===== config.mk =====
export PLATFORM = sky130hd
export DESIGN_NAME = toeplitz_accum_flat
export DESIGN_NICKNAME = d
export VERILOG_FILES = /design/src/rtl/toeplitz_pkg.sv /design/src/rtl/toeplitz_accum_if.sv /design/src/rtl/toep_out_buf.sv /design/src/rtl/toeplitz_accum.sv /design/src/flat_wrapper.sv
export SDC_FILE = /design/constraint.sdc
export NUM_CORES = 1
export LEC_CHECK = 0
export ABC_AREA = 1
export CAP_MARGIN = 20
export CORE_UTILIZATION = 54
export CTS_CLUSTER_DIAMETER = 100
export DETAILED_ROUTE_END_ITERATION = 10
export PLACE_DENSITY = 0.87
export SYNTH_ARGS = -nofsm -noshare
export SYNTH_HDL_FRONTEND = slang
export SYNTH_HIERARCHICAL = 1
export SYNTH_SLANG_ARGS = --single-unit

===== constraint.sdc =====
create_clock -name clk -period 2.59 [get_ports clk]
set_input_delay 0.3885 -clock clk [delete_from_list [all_inputs] [get_ports clk]]
set_output_delay 0.3885 -clock clk [all_outputs]
set_load 0.005 [all_outputs]

===== src/rtl/toeplitz_pkg.sv =====
// Shared definitions for the Toeplitz extractor path (column generator and accumulator).
// Holds default sizes, the column type and the output-buffer state encoding.
package toeplitz_pkg;

  localparam int unsigned DefaultN = 256;  // columns per block
  localparam int unsigned DefaultL = 128;  // column width = hash width
  localparam int unsigned DefaultBs = DefaultN;  // block size in beats
  localparam int unsigned DefaultCntW = $clog2(DefaultN);

  typedef logic [DefaultL-1:0] col_t;

  typedef enum logic {
    BufEmpty,
    BufFull
  } buf_state_e;

  // Keeps the beat counter at least one bit wide for degenerate N.
  function automatic int unsigned cnt_width(input int unsigned n);
    return (n > 1) ? $clog2(n) : 1;
  endfunction

endpackage


===== src/rtl/toeplitz_accum_if.sv =====
// Column-stream input and hash output handshakes of the Toeplitz accumulator.
// The master is the producer/sink side; the slave is the accumulator.
interface toeplitz_accum_if
  import toeplitz_pkg::*;
#(
  parameter int unsigned N = DefaultN,
  parameter int unsigned L = DefaultL
);

  localparam int unsigned CntW = cnt_width(N);

  logic            restart;
  logic            in_valid;
  logic            in_ready;
  logic [L-1:0]    in_col;
  logic            in_bit;
  logic            out_valid;
  logic            out_ready;
  logic [L-1:0]    out_hash;
  logic [CntW-1:0] beat_cnt;

  modport master (
    output restart, in_valid, in_col, in_bit, out_ready,
    input  in_ready, out_valid, out_hash, beat_cnt
  );

  modport slave (
    input  restart, in_valid, in_col, in_bit, out_ready,
    output in_ready, out_valid, out_hash, beat_cnt
  );

endinterface


===== src/rtl/toep_out_buf.sv =====
// Single-entry valid/ready output register for completed hashes.
// A load while draining replaces the entry in the same cycle, so there is no bubble.
module toep_out_buf
  import toeplitz_pkg::*;
#(
  parameter int unsigned L = DefaultL
) (
  input  logic         clk,
  input  logic         reset,
  input  logic         load_i,
  input  logic [L-1:0] data_i,
  input  logic         ready_i,
  output logic         valid_o,
  output logic [L-1:0] data_o
);

  buf_state_e   state_q, state_d;
  logic [L-1:0] data_q, data_d;

  // The producer never loads while FULL and not draining, so a held entry is never overwritten.
  always_comb begin
    state_d = state_q;
    data_d  = data_q;
    if (load_i) begin
      state_d = BufFull;
      data_d  = data_i;
    end else if ((state_q == BufFull) && ready_i) begin
      state_d = BufEmpty;
    end
  end

  always_ff @(posedge clk) begin
    if (reset) begin
      state_q <= BufEmpty;
      data_q  <= '0;
    end else begin
      state_q <= state_d;
      data_q  <= data_d;
    end
  end

  assign valid_o = (state_q == BufFull);
  assign data_o  = data_q;

endmodule


===== src/rtl/toeplitz_accum.sv =====
// Toeplitz hash accumulator: XORs each column whose data bit is 1 and, after N beats,
// hands the L-bit GF(2) product to a single-entry output buffer.
module toeplitz_accum
  import toeplitz_pkg::*;
#(
  parameter int unsigned N = DefaultN,
  parameter int unsigned L = DefaultL
) (
  input logic              clk,
  input logic              reset,
  toeplitz_accum_if.slave  bus
);

  localparam int unsigned CntW = cnt_width(N);
  localparam logic [CntW-1:0] LastBeat = CntW'(N - 1);

  logic [L-1:0]    acc_q, acc_d;
  logic [CntW-1:0] beat_cnt_q, beat_cnt_d;
  logic [L-1:0]    term;
  logic            last_beat;
  logic            in_fire;
  logic            final_fire;

  assign last_beat = (beat_cnt_q == LastBeat);
  // Only the final beat can stall: it needs the output slot free or draining this cycle.
  assign bus.in_ready = !bus.restart && !(last_beat && bus.out_valid && !bus.out_ready);
  assign in_fire      = bus.in_valid && bus.in_ready;
  assign final_fire   = in_fire && last_beat;
  assign term         = bus.in_bit ? bus.in_col : '0;

  always_comb begin
    acc_d      = acc_q;
    beat_cnt_d = beat_cnt_q;
    if (bus.restart || final_fire) begin
      acc_d      = '0;
      beat_cnt_d = '0;
    end else if (in_fire) begin
      acc_d      = acc_q ^ term;
      beat_cnt_d = beat_cnt_q + 1'b1;
    end
  end

  always_ff @(posedge clk) begin
    if (reset) begin
      acc_q      <= '0;
      beat_cnt_q <= '0;
    end else begin
      acc_q      <= acc_d;
      beat_cnt_q <= beat_cnt_d;
    end
  end

  toep_out_buf #(
    .L (L)
  ) u_out_buf (
    .clk     (clk),
    .reset   (reset),
    .load_i  (final_fire),
    .data_i  (acc_q ^ term),
    .ready_i (bus.out_ready),
    .valid_o (bus.out_valid),
    .data_o  (bus.out_hash)
  );

  assign bus.beat_cnt = beat_cnt_q;

endmodule

===== src/flat_wrapper.sv =====
// flat-port wrapper written by rule: the top's interface ports become plain ports
module toeplitz_accum_flat import toeplitz_pkg::*;
#(
  parameter int unsigned N = DefaultN,
  parameter int unsigned L = DefaultL
)
  (clk, reset, bus_restart, bus_in_valid, bus_in_col, bus_in_bit, bus_out_ready, bus_in_ready, bus_out_valid, bus_out_hash, bus_beat_cnt);
  toeplitz_accum_if #(.N(N), .L(L)) bus_i ();
  input logic clk;
  input logic reset;
  input wire logic [$bits(bus_i.restart)-1:0] bus_restart;
  input wire logic [$bits(bus_i.in_valid)-1:0] bus_in_valid;
  input wire logic [$bits(bus_i.in_col)-1:0] bus_in_col;
  input wire logic [$bits(bus_i.in_bit)-1:0] bus_in_bit;
  input wire logic [$bits(bus_i.out_ready)-1:0] bus_out_ready;
  output wire logic [$bits(bus_i.in_ready)-1:0] bus_in_ready;
  output wire logic [$bits(bus_i.out_valid)-1:0] bus_out_valid;
  output wire logic [$bits(bus_i.out_hash)-1:0] bus_out_hash;
  output wire logic [$bits(bus_i.beat_cnt)-1:0] bus_beat_cnt;
  assign bus_i.restart = bus_restart;
  assign bus_i.in_valid = bus_in_valid;
  assign bus_i.in_col = bus_in_col;
  assign bus_i.in_bit = bus_in_bit;
  assign bus_i.out_ready = bus_out_ready;
  assign bus_in_ready = bus_i.in_ready;
  assign bus_out_valid = bus_i.out_valid;
  assign bus_out_hash = bus_i.out_hash;
  assign bus_beat_cnt = bus_i.beat_cnt;
  toeplitz_accum #(.N(N), .L(L)) u_core (.clk(clk), .reset(reset), .bus(bus_i));
endmodule

==> reports/results.txt, run 1 <==
Of the total power, the share spent switching nets is 22.7%. Summing the sequential cell areas from Yosys gives 46.3% of the chip area. In this run the worst hold path is classified as in2reg. The repair_antennas step left the layout with diodes totalling 0.

The launch instance of the worst min-delay path was bus_in_valid. Clock-pin slew was measured on the worst setup and hold paths at 0.06 ns. The run gives 50.6% as the remaining max-slew budget at the tightest pin. The number of detailed-routing iterations run before antenna repair was 5.

The tools report the kind of capture point of the worst setup path as a primary output. The horizontal die dimension was 148 µm. For the endpoint required time on the critical path, the log shows 2.20 ns. The tree is rooted in a sky130_fd_sc_hd__clkbuf_16. Summed over all layers, the routed wires come to 33,000 µm. The synthesized net count came out at 1,623. The worst setup path is launched from a register. The tools report the number of instances resized during post-cts repair as 0. The flow ran to the end, and the final reports show no timing, DRC or antenna violations. The number of clock sinks seen by CTS is 265, and the area of the core region is 0.0205 mm². Summing every instance area after synthesis gives 0.0115 mm².

The logs give 0.0218 mm² for the die area and 44.7% for the clock group share of total power. The tools report the post-placement worst setup slack as 0.329 ns. The count of flip-flops with a built-in enable after synthesis came out at 0. The actual slew at the worst max-slew pin is 0.742 ns. Count of pins over their slew limit: 0.

The run gives 1,815 as the final-stage net count. The placed instances occupy a cell area of 0.0141 mm². The half-perimeter wire length after placement was 19,100 µm; the maximum ir drop on the vdd rail was 0.000453 V. For the maximum clock rate, the log shows 406 MHz. The proportion of layout cells with a drive suffix above 1 was 4.47%. From synthesis to final layout, the design area changed by 31.1%. The first-pass GRT wire length was 53,300 µm. The detail route stage leaves a number of antenna-violating nets equal to 0.

Dividing total power by cell area gives a power density of 587 mW/mm². In this run, synthesis produced a sequential element count of 265. The critical path starts at u_core/bus.beat_cnt[0]$_SDFFE_PP0P_.

The logs give 0 for the initial antenna violation count and 8.82 mW for the total power after layout. Share of Yosys cell area claimed by the top area cell type: 46.3%. TritonCTS built the clock tree. Cell family with the largest share of critical-path delay: buffers and inverters.

The minimum clock period was 2.46 ns. Global routing used 29.5% of the available tracks. The run gives 2.07 ns as the data arrival time of the worst path. The final number of hold-violating endpoints came out at 0. The largest individual stage delay along the critical path comes from the cell sky130_fd_sc_hd__clkdlybuf4s50_1. Dividing the synthesized area by the synthesized cell count gives 7.70 µm².

Buffers inserted during clock tree synthesis total 28. Hold repair after CTS inserted 0 buffers. Internal power comes to 6.82 mW.

For the number of violations reported at the end of detailed-routing iteration 0, the log shows 776. Yosys attributes the largest share of cell area to sky130_fd_sc_hd__dfxtp_1, sky130_fd_sc_hd__xnor2_1, sky130_fd_sc_hd__nand2_1. 272 I/O pins were placed. The clock passes through at most 3 buffers. The final worst-path cycle share is 95.1%. On the worst path, the slowest cell contributes a delay of 0.46 ns. For the worst-skew pair, the clock arrives at the later sink with an insertion delay of 0.53 ns. Buffers placed on the I/O ports in this run total 271.

In this run the critical register-to-register path is launched from u_core/bus.beat_cnt[0]$_SDFFE_PP0P_. Registers are responsible for 46.8% of the overall power. The global placer's final weighted congestion is 0.876. Most used flip-flop cell after synthesis: sky130_fd_sc_hd__dfxtp_1. Summed over all instances, the cell type with the most area after synthesis is sky130_fd_sc_hd__dfxtp_1. The logs give 1 for the number of H-tree levels and 0.0150 mm² for the post-layout instance area. Of all nets on the critical path, the largest fanout is 5. After detailed routing, the number of vias per cell comes to 5.66.

For the switching power of the nets, the log shows 2.00 mW. For the number of max-capacitance violations reported, the log shows 0. The total of warnings raised by yosys was 6. Row generation in the floorplan step produced 52 rows. Global routing finished with a remaining overflow of 0.

Setup repair after global routing left no endpoint under its margin. Traced cell by cell, the critical path runs through ha_2 -> nand3_2 -> nor2_2 -> a21oi_1 -> clkdlybuf4s50_1. For this run, asynchronously set or reset flops after synthesis account for 0%. Synthesis produced 1,488 cells.

Once routing completed, OpenROAD measured the worst setup slack at 0.127 ns. For the leakage power of the design, the log shows 5.63 nW. From bottom edge to top edge, the die measures 148 µm.

The number of buffers and inverters on the critical path is 1, and the count of unique library cells instantiated by Yosys is 26. Type of the worst setup path: reg2out. The run gives 10,800 as the via count of the first global-routing pass.

The run gives 0 ns as the total negative setup slack. On the final layout, the worst clock skew is 0.0117 ns. The number of vias after detailed routing was 11,100. sky130_fd_sc_hd__nand2_1 is the most common cell in the netlist. The effective utilization at floorplan was 55.9%; the wire length per cell was 16.7 µm. The commonest cells after synthesis are sky130_fd_sc_hd__nand2_1, sky130_fd_sc_hd__dfxtp_1, sky130_fd_sc_hd__nor2_1, sky130_fd_sc_hd__a21oi_1, sky130_fd_sc_hd__nand4_1.

The final-report setup violation count is 0, and the maximum number of pins on one net before global-route repair is 137. Combinational logic burns 8.5% of the power. After clock tree synthesis, the setup repair step added 0 buffers. For this run, design rule violations remaining after detail routing come to 0.
routing by layer:
layer / track usage (%) / share of wire (%) / up-vias
met5: 0 / 0 / -
met4: 12.5 / 3.4 / 0
met3: 4.29 / 7.2 / 74
met2: 50.4 / 49 / 532
met1: 37.1 / 40 / 5237
li1: - / - / 5303
layout make-up:
class / count / area, µm²
fill: 1529 / 5470
tap: 270 / 338
multi-input combinational: 1085 / 5460
clock buffer: 42 / 855
clock inverter: 7 / 63.8
inverter: 10 / 43.8
timing repair buffer: 290 / 2960
sequential: 265 / 5310
worst register-to-register path: cells and delay by family, from the launching register on:
family          cells  cell delay [ns]
compound gates      1             0.21
buf+inv             2             0.53
simple gates        4             0.64
fa+ha+maj           1             0.25
flops               1             0.41
kinds of logic after synthesis:
| family | share of synthesized area [%] |
|---|---|
| compound gates | 11.7 |
| xor+xnor | 10.0 |
| fa+ha+maj | 0.109 |
| buf+inv | 6.36 |
| flops | 46.3 |
| simple gates | 25.6 |
metrics by stage:
step / std cells / utilization, % / hold WS, ns
2_1_floorplan: 1488 / - / 0.451
3_3_place_gp: 1920 / 68.8 / 0.460
3_5_place_dp: 1920 / 68.8 / 0.465
4_1_cts: 1969 / 73.3 / 0.422
5_1_grt: 1969 / 73.3 / 0.440
6_report: 1969 / 73.3 / 0.437
cell usage in the layout (no fill, tap or decap), types with 2 or more instances in the layout:
| cell type | count |
|---|---|
| sky130_fd_sc_hd__o21ai_0 | 127 |
| sky130_fd_sc_hd__xnor2_1 | 130 |
| sky130_fd_sc_hd__clkbuf_8 | 8 |
| sky130_fd_sc_hd__inv_4 | 2 |
| sky130_fd_sc_hd__nand2_4 | 2 |
| sky130_fd_sc_hd__buf_12 | 9 |
| sky130_fd_sc_hd__dfxtp_1 | 264 |
| sky130_fd_sc_hd__nand4_1 | 131 |
| sky130_fd_sc_hd__buf_4 | 12 |
| sky130_fd_sc_hd__o21ai_1 | 2 |
| sky130_fd_sc_hd__a21oi_1 | 138 |
| sky130_fd_sc_hd__nand2_1 | 278 |
| sky130_fd_sc_hd__clkdlybuf4s50_1 | 269 |
| sky130_fd_sc_hd__clkinv_2 | 6 |
| sky130_fd_sc_hd__nor2_1 | 261 |
| sky130_fd_sc_hd__inv_1 | 6 |
| sky130_fd_sc_hd__clkbuf_16 | 29 |
| sky130_fd_sc_hd__nand3_1 | 9 |
| sky130_fd_sc_hd__clkbuf_1 | 5 |
sequential cells by signal (all words and copies together) (netlist names):
| register | count |
|---|---|
| u_core/u_out_buf/valid_o | 1 |
| u_core/acc_q | 128 |
| u_core/u_out_buf/data_o | 128 |
| u_core/bus.beat_cnt | 8 |
path summary, 6_finish.rpt:
kind,end,slack [ns],cells after the start
worst max-delay path,bus_in_ready,0.13,5
worst min-delay path,u_core/acc_q[103]$_SDFFE_PP0P_,0.44,4
worst max register to register,u_core/u_out_buf/data_o[84]$_SDFFE_PP0P_,0.48,8
worst min register to register,u_core/acc_q[73]$_SDFFE_PP0P_,0.47,2
power groups by stage:
stage          clock network, mW  logic (mW)  registers (mW)
2_1_floorplan                  0       0.423            4.21
3_3_place_gp                   0       0.730            4.21
3_5_place_dp                   0       0.739            4.22
4_1_cts                     4.00       0.747            4.13
5_1_grt                     4.17       0.810            4.13
6_report                    3.94       0.754            4.13
No activity file was read; power rests on OpenSTA's default activity.
==> inputs of run 2 (changes only) <==
--- a/config.mk
+++ b/config.mk
@@ -7,10 +7,10 @@
 export LEC_CHECK = 0
 export ABC_AREA = 1
 export CAP_MARGIN = 20
-export CORE_UTILIZATION = 54
+export CORE_UTILIZATION = 45
 export CTS_CLUSTER_DIAMETER = 100
 export DETAILED_ROUTE_END_ITERATION = 10
-export PLACE_DENSITY = 0.87
+export PLACE_DENSITY = 0.77
 export SYNTH_ARGS = -nofsm -noshare
 export SYNTH_HDL_FRONTEND = slang
 export SYNTH_HIERARCHICAL = 1
==> constraint.sdc (replaced) <==
create_clock -name clk -period 2.1 [get_ports clk]
set_input_delay 0.315 -clock clk [delete_from_list [all_inputs] [get_ports clk]]
set_output_delay 0.315 -clock clk [all_outputs]
set_load 0.005 [all_outputs]
==> run 2 against run 1 <==
Core utilization down 12 points. Sequential power is 23% higher. Clock-buffer cell count did not move. Largest power group unchanged. Total power grew 25%. Sequential share of layout area down 0.96 points. Clock skew is 0.0059 ns higher. Wire length rose by 3.1%.
==> reports/results.txt, run 2 (synthesized netlist as in run 1, its figures left out) <==
The most critical setup path has its startpoint at u_core/bus.beat_cnt[1]$_SDFFE_PP0P_. The area of the core region is 0.0251 mm² (+23%), and the largest driver fanout on the critical path is 3 (-2). The final-stage net count is 1,835 (+1.1%). The cell family with the largest share of critical-path delay is flip-flops. The logs give 0 (unchanged) for the remaining antenna violation count and 107 (-22%) for the maximum number of pins on one net before global-route repair. The total power per unit cell area is 713 mW/mm² (+21%).

The type of the worst setup path was reg2out. The global placer's final weighted congestion was 0.821 (-6.2%); the number of buffers and inverters on the critical path was 1 (unchanged). Timing would allow up to 496 MHz. The actual slew at the worst max-slew pin is 0.571 ns (-0.171 ns). The floorplan die height works out to 162 µm (+9.4%). The number of detailed-routing iterations run before antenna repair is 5 (unchanged), and the horizontal die dimension is 162 µm (+9.4%). The leakage power of the design is 5.78 nW (+2.7%), and the DRC violations left is 0 (unchanged). STA classifies the critical path endpoint as a primary output. The tools report the number of primary I/O pins as 272 (unchanged). Leaving out fill and tap cells, the most frequent cell in the layout is sky130_fd_sc_hd__nand2_1. TritonCTS built the clock tree. The run gives 0.0839 ns (-0.0428 ns) as the final worst setup slack.

The site row count came out at 58 (+12%). The critical path goes through ha_4 -> nand3_2 -> nor2_4 -> a21oi_1 -> dlygate4sd2_1. The maximum ir drop on the vdd rail is 0.000433 V (-4.6%), and the clock-pin slew of the registers on the worst-case setup and hold paths is 0.06 ns (about the same). For the number of max-capacitance violations reported, the log shows 0 (unchanged). The slowest cell on the critical path was sky130_fd_sc_hd__dfxtp_1. The logs give 0.12 ns (-0.36 ns) for the setup slack of the most critical reg-to-reg path and 34,000 µm (+3.1%) for the overall routed net length. The number of fill cells came out at 2,163 (+41%). The run gives 24.7% (-4.8 points) as the overall fraction of global-route tracks in use. STA classifies the critical path startpoint as a register. Relative to the synthesized area, the layout overhead comes to 34.7%. The wire length per cell is 16.6 µm (-1.0%), and the number of gates on the worst path with buffers counted is 5 (unchanged). The library cells used most frequently in the layout, excluding fill and tap cells, are sky130_fd_sc_hd__nand2_1, sky130_fd_sc_hd__clkdlybuf4s50_1, sky130_fd_sc_hd__dfxtp_1. The run gives 11,000 (-1.5%) as the number of vias after detailed routing. Dividing the final minimum period by the clock period gives 96.0%.

The overflow left after global routing came out at 0 (unchanged). Number of clock sinks seen by CTS: 265 (unchanged). The tools report the CTS buffer count as 29 (+3.6%). The data arrival time of the worst path is 1.70 ns (-0.37 ns), and the die area is 0.0261 mm² (+20%). Final-report setup violation count: 0 (unchanged). The via count of the first global-routing pass was 10,400 (-4.2%); the number of cells traversed by the worst register-to-register path was 10 (+2).

The insertion delay of the later-clocked pin in the worst-skew pair is 0.53 ns (about the same), and the maximum clock skew at final layout is 0.0176 ns (+0.00589 ns). The path class of the tightest hold or removal check is in2reg. Number of placed instances with taps included: 1,995 (+3.9%). The worst register-to-register path begins at u_core/bus.beat_cnt[1]$_SDFFE_PP0P_.

For the total power after layout, the log shows 11.0 mW (+25%). The minimum clock period is 2.02 ns, and the post-placement worst setup slack is 0.0145 ns (-0.315 ns). The via-per-instance ratio works out to 5.35 (-5.4%). The remaining max-slew budget at the tightest pin is 62.0% (+11 points). The end of the critical path is bus_in_ready. For the number of violations reported at the end of detailed-routing iteration 0, the log shows 848 (+9.3%). The run gives 0 (unchanged) as the count of pins over their slew limit.

The run gives 45.6% (-10 points) as the effective utilization at floorplan. Post-cts hold buffer count: 0 (unchanged). The proportion of layout cells with a drive suffix above 1 came out at 5.47% (+1.0 points).

Total of buffers placed on input and output ports: 271 (unchanged). The number of buffers on the longest clock path came out at 3 (unchanged). The logs give 0 (unchanged) for the final number of hold-violating endpoints and 0 ns (unchanged) for the total negative setup slack. The half-perimeter wire length after placement came out at 20,500 µm (+7.3%).

The delay of the slowest cell on the worst path came out at 0.38 ns (-0.08 ns). The tree is rooted in a sky130_fd_sc_hd__clkbuf_16. The flow ran to the end, and the final reports show no timing, DRC or antenna violations. The endpoint required time on the critical path came out at 1.78 ns (-0.42 ns). Count of non-filler cells in the finished layout: 2,050 (+4.1%).

The run gives 53,000 µm (-0.51%) as the first-pass GRT wire length. Capturing point of the worst reg2reg path: u_core/u_out_buf/data_o[67]$_SDFFE_PP0P_. The number of H-tree levels is 1 (unchanged). The tools report the initial antenna violation count as 1 (+1).
==> run 2: changes by cell type in the layout (fill, tap and decap cells not counted), moves of 2 or more <==
cell and change:
sky130_fd_sc_hd__clkbuf_1 +2, sky130_fd_sc_hd__buf_4 +6, sky130_fd_sc_hd__buf_12 +10, sky130_fd_sc_hd__clkbuf_8 -2
==> run 2: per-layer routing <==
metal | wire, µm | vias to the layer above | GRT usage, %
li1 | - | 5356 | -
met1 | 13800 | 5107 | 30.8
met2 | 16700 | 435 | 42.1
met3 | 2280 | 77 | 3.95
met4 | 1220 | 0 | 10.6
met5 | 0 | - | 0
==> run 2: through the flow <==
stage,util (%),cell area (µm²),hold WS [ns]
5_1_grt,61.5,15400,0.381
3_5_place_dp,57.4,14400,0.465
4_1_cts,61.2,15400,0.361
3_3_place_gp,57.4,14400,0.460
6_report,61.5,15400,0.369
2_1_floorplan,-,11500,0.384
==> run 2: area by class of cell <==
class	count	area [µm²]	area share, %
Inverter	10	48.8	0.316
Clock buffer	42	835	5.41
Antenna cell	1	2.50	0.0162
Sequential cell	265	5310	34.4
Multi-Input combinational cell	1085	5470	35.4
Clock inverter	8	92.6	0.600
Timing Repair Buffer	309	3270	21.2
Tap cell	330	413	2.67
==> run 2: repair_timing <==
action / in CTS / in global routing
cloned: 0 / 2
setup endpoints to repair: 1 / 67
buffers inserted: 1 / 1
pin swaps: 1 / 2
resized for setup: 2 / 6
==> run 2: tightest hold or removal path: cells and delay by family <==
kind | cells | cell delay, ns
AO/OA/AOI/OAI | 1 | 0.05
buffers and inverters | 2 | 0.34
AND/OR/NAND/NOR | 1 | 0.14
==> run 2: power breakdown <==
part | total (mW) | internal, mW | switching (mW) | leakage [nW]
combinational | 0.954 | 0.456 | 0.498 | 3.19
sequential | 5.09 | 5.06 | 0.0248 | 2.14
clock | 4.96 | 2.97 | 1.98 | 0.457
==> run 2: worst min-delay path by stage <==
stage,start,cells after the start,endpoint
finish,bus_in_valid,4,u_core/bus.beat_cnt[4]$_SDFFE_PP0P_
global route,bus_in_bit,5,u_core/u_out_buf/data_o[101]$_SDFFE_PP0P_
CTS,bus_in_bit,5,u_core/u_out_buf/data_o[101]$_SDFFE_PP0P_
detailed placement,u_core/acc_q[84]$_SDFFE_PP0P_,2,u_core/acc_q[84]$_SDFFE_PP0P_
global placement,u_core/acc_q[81]$_SDFFE_PP0P_,2,u_core/acc_q[81]$_SDFFE_PP0P_
floorplan,reset,1,u_core/u_out_buf/valid_o$_SDFFE_PP0P_
==> inputs of run 3 (changes only) <==
--- a/config.mk
+++ b/config.mk
@@ -7,8 +7,10 @@
 export LEC_CHECK = 0
 export ABC_AREA = 1
 export CAP_MARGIN = 20
+export CORE_MARGIN = 2
 export CORE_UTILIZATION = 45
 export CTS_CLUSTER_DIAMETER = 100
+export CTS_CLUSTER_SIZE = 10
 export DETAILED_ROUTE_END_ITERATION = 10
 export PLACE_DENSITY = 0.77
 export SYNTH_ARGS = -nofsm -noshare
==> run 3 against run 2 <==
Register-to-register slack barely moved. Flip-flop and latch count did not move. Final cell count fell by 0.88%. Global-route usage fell by 0.31 points. First-iteration DRC count rose by 3.9%. Largest cell class unchanged. Largest power group unchanged.
==> reports/results.txt, run 3 (synthesized netlist as in run 1, its figures left out) <==
The run gives 0.0268 mm² (+2.5%) as the die area. The DRC violations left was 0 (unchanged); the endpoint required time on the critical path was 1.78 ns (about the same). The overall routed net length is 34,200 µm (+0.71%), and the leakage power of the design is 5.72 nW (-1.1%).

The remaining max-slew budget at the tightest pin is 70.2% (+8.2 points). The floorplan die height is 164 µm (+1.2%). The tools report the half-perimeter wire length after placement as 20,600 µm (+0.62%). The tools report the via count of the first global-routing pass as 10,900 (+5.5%). End-of-flow core utilization: 61.0% (-0.48 points). The number of detailed-routing iterations run before antenna repair came out at 6 (+1).

The type of the worst setup path is reg2out. For the total negative setup slack, the log shows 0 ns (unchanged). The initial antenna violation count is 1 (unchanged), and the count of non-filler cells in the finished layout is 2,032 (-0.88%). The count of pins over their slew limit is 0 (unchanged), and the proportion of layout cells with a drive suffix above 1 is 4.94% (-0.53 points). The final-stage net count is 1,836 (+0.054%), and the maximum ir drop on the vdd rail is 0.000476 V (+9.9%). The tools report the buffer type at the clock tree root as sky130_fd_sc_hd__clkbuf_16. The run gives 53,900 µm (+1.6%) as the first-pass GRT wire length. The total power per unit cell area is 686 mW/mm² (-3.7%), and the final number of hold-violating endpoints is 0 (unchanged). The tools report the overall fraction of global-route tracks in use as 24.4% (-0.31 points).

In this run the worst hold path is classified as in2reg. The final worst-path cycle share was 95.3% (-0.68 points). The via-per-instance ratio was 5.47 (+2.1%); the smallest hold slack was 0.330 ns (-0.0391 ns). The largest driver fanout on the critical path is 3 (unchanged), and the maximum number of pins on one net before global-route repair is 72 (-33%). The run gives 30 (+3.4%) as the CTS buffer count.

The run gives 58 (unchanged) as the site row count. The number of clock sinks seen by CTS was 265 (unchanged). The tools report the startpoint type of the worst setup path as a register.

The number of primary I/O pins is 272 (unchanged). The number of max-capacitance violations reported came out at 0 (unchanged). The clock-pin slew of the registers on the worst-case setup and hold paths is 0.05 ns (about the same), and the effective utilization at floorplan is 45.6% (unchanged). Most common library cell in the layout ignoring fill and taps: sky130_fd_sc_hd__nand2_1. Maximum clock rate: 500 MHz (+0.71%). The tools report the data arrival time of the worst path as 1.69 ns (about the same).

The tools report the maximum clock skew at final layout as 0.0168 ns (-0.000796 ns). The flow ran to the end, and the final reports show no timing, DRC or antenna violations. The overflow left after global routing was 0 (unchanged); the number of buffers on the longest clock path was 3 (unchanged). The run gives 1 (unchanged) as the number of H-tree levels.

The area of the core region was 0.0251 mm² (unchanged). Setup repair after global routing left no endpoint under its margin. The minimum clock period came out at 2.00 ns (-0.0142 ns). The tools report the insertion delay of the later-clocked pin in the worst-skew pair as 0.54 ns (about the same). TritonCTS built the clock tree. The tools report the post-placement worst setup slack as 0.0747 ns (+0.0602 ns).

The final-report setup violation count came out at 0 (unchanged). The top cell types in the final layout, fill and taps aside, are sky130_fd_sc_hd__nand2_1, sky130_fd_sc_hd__clkdlybuf4s50_1, sky130_fd_sc_hd__dfxtp_1. The logs give 881 (+3.9%) for the number of violations reported at the end of detailed-routing iteration 0 and 0.0981 ns (+0.0142 ns) for the final worst setup slack. The kind of capture point of the worst setup path was a primary output. For the remaining antenna violation count, the log shows 0 (unchanged). The actual slew at the worst max-slew pin was 0.447 ns (-0.123 ns).

The wire length per cell is 16.8 µm (+1.6%), and the total of buffers placed on input and output ports is 271 (unchanged). Compared with the post-synthesis result, the final layout area differs by 33.7%. The tools report the number of placed instances with taps included as 1,995 (unchanged). Number of vias after detailed routing: 11,100 (+1.2%). The global placer's final weighted congestion was 0.812 (-1.1%); the horizontal die dimension was 164 µm (+1.2%). The post-cts hold buffer count was 0 (unchanged).
-- run 3: cell count changes in the layout (fill, tap and decap cells not counted) --
cell	delta
sky130_fd_sc_hd__a21oi_1	-1
sky130_fd_sc_hd__a21oi_2	+1
sky130_fd_sc_hd__buf_12	+1
sky130_fd_sc_hd__buf_4	-2
sky130_fd_sc_hd__buf_8	+1
sky130_fd_sc_hd__bufinv_16	-2
sky130_fd_sc_hd__clkbuf_1	-7
sky130_fd_sc_hd__clkbuf_16	+2
sky130_fd_sc_hd__clkbuf_8	-6
sky130_fd_sc_hd__clkinv_2	-5
-- run 3: metal layers --
metal | global-route usage [%] | wire [µm] | up-vias
met5 | 0 | 13 | -
met4 | 11.4 | 1320 | 2
met3 | 4.06 | 2280 | 96
met2 | 41.5 | 16500 | 439
met1 | 30.1 | 14100 | 5239
li1 | - | - | 5331
-- run 3: final timing paths --
kind | from | to | slack (ns) | cells after the start
max | u_core/bus.beat_cnt[1]$_SDFFE_PP0P_ | bus_in_ready | 0.1 | 5
min | bus_in_bit | u_core/acc_q[106]$_SDFFE_PP0P_ | 0.33 | 5
max reg2reg | u_core/bus.beat_cnt[1]$_SDFFE_PP0P_ | u_core/acc_q[57]$_SDFFE_PP0P_ | 0.11 | 10
min reg2reg | u_core/acc_q[65]$_SDFFE_PP0P_ | u_core/acc_q[65]$_SDFFE_PP0P_ | 0.47 | 2
-- run 3: metrics by stage --
| stage | instance area (µm²) | total power [mW] |
|---|---|---|
| finish | 15300 | 10.5 |
| global route | 15300 | 10.9 |
| CTS | 15300 | 10.6 |
| detailed placement | 14400 | 6.14 |
| global placement | 14400 | 6.13 |
| floorplan | 11500 | 5.72 |
-- run 3: critical path: stages (launching register included) --
cell	delay, ns
sky130_fd_sc_hd__dfxtp_1	0.38
sky130_fd_sc_hd__ha_4	0.18
sky130_fd_sc_hd__nand3_2	0.12
sky130_fd_sc_hd__nor2_4	0.15
sky130_fd_sc_hd__a21oi_2	0.06
sky130_fd_sc_hd__dlygate4sd2_1	0.26
-- run 3: cell type report --
| type | count | area (µm²) |
|---|---|---|
| Clock inverter | 1 | 7.51 |
| Clock buffer | 31 | 776 |
| Multi-Input combinational cell | 1085 | 5480 |
| Sequential cell | 265 | 5310 |
| Inverter | 10 | 48.8 |
| Fill cell | 2190 | 9790 |
| Tap cell | 330 | 413 |
| Timing Repair Buffer | 309 | 3290 |
| Antenna cell | 1 | 2.50 |
-- run 3: power by group --
group	total (mW)	switching (mW)	internal, mW
clock	4.47	1.90	2.56
sequential	5.09	0.0252	5.07
combinational	0.955	0.501	0.454
total	10.5	2.43	8.08
-- run 3: repair_timing --
action	in CTS	in global routing
endpoints found under the setup margin	1	188
gates cloned	0	1
setup buffers	2	1
endpoints found under the hold margin	0	0
pin swaps	2	2
gates resized for setup	5	7
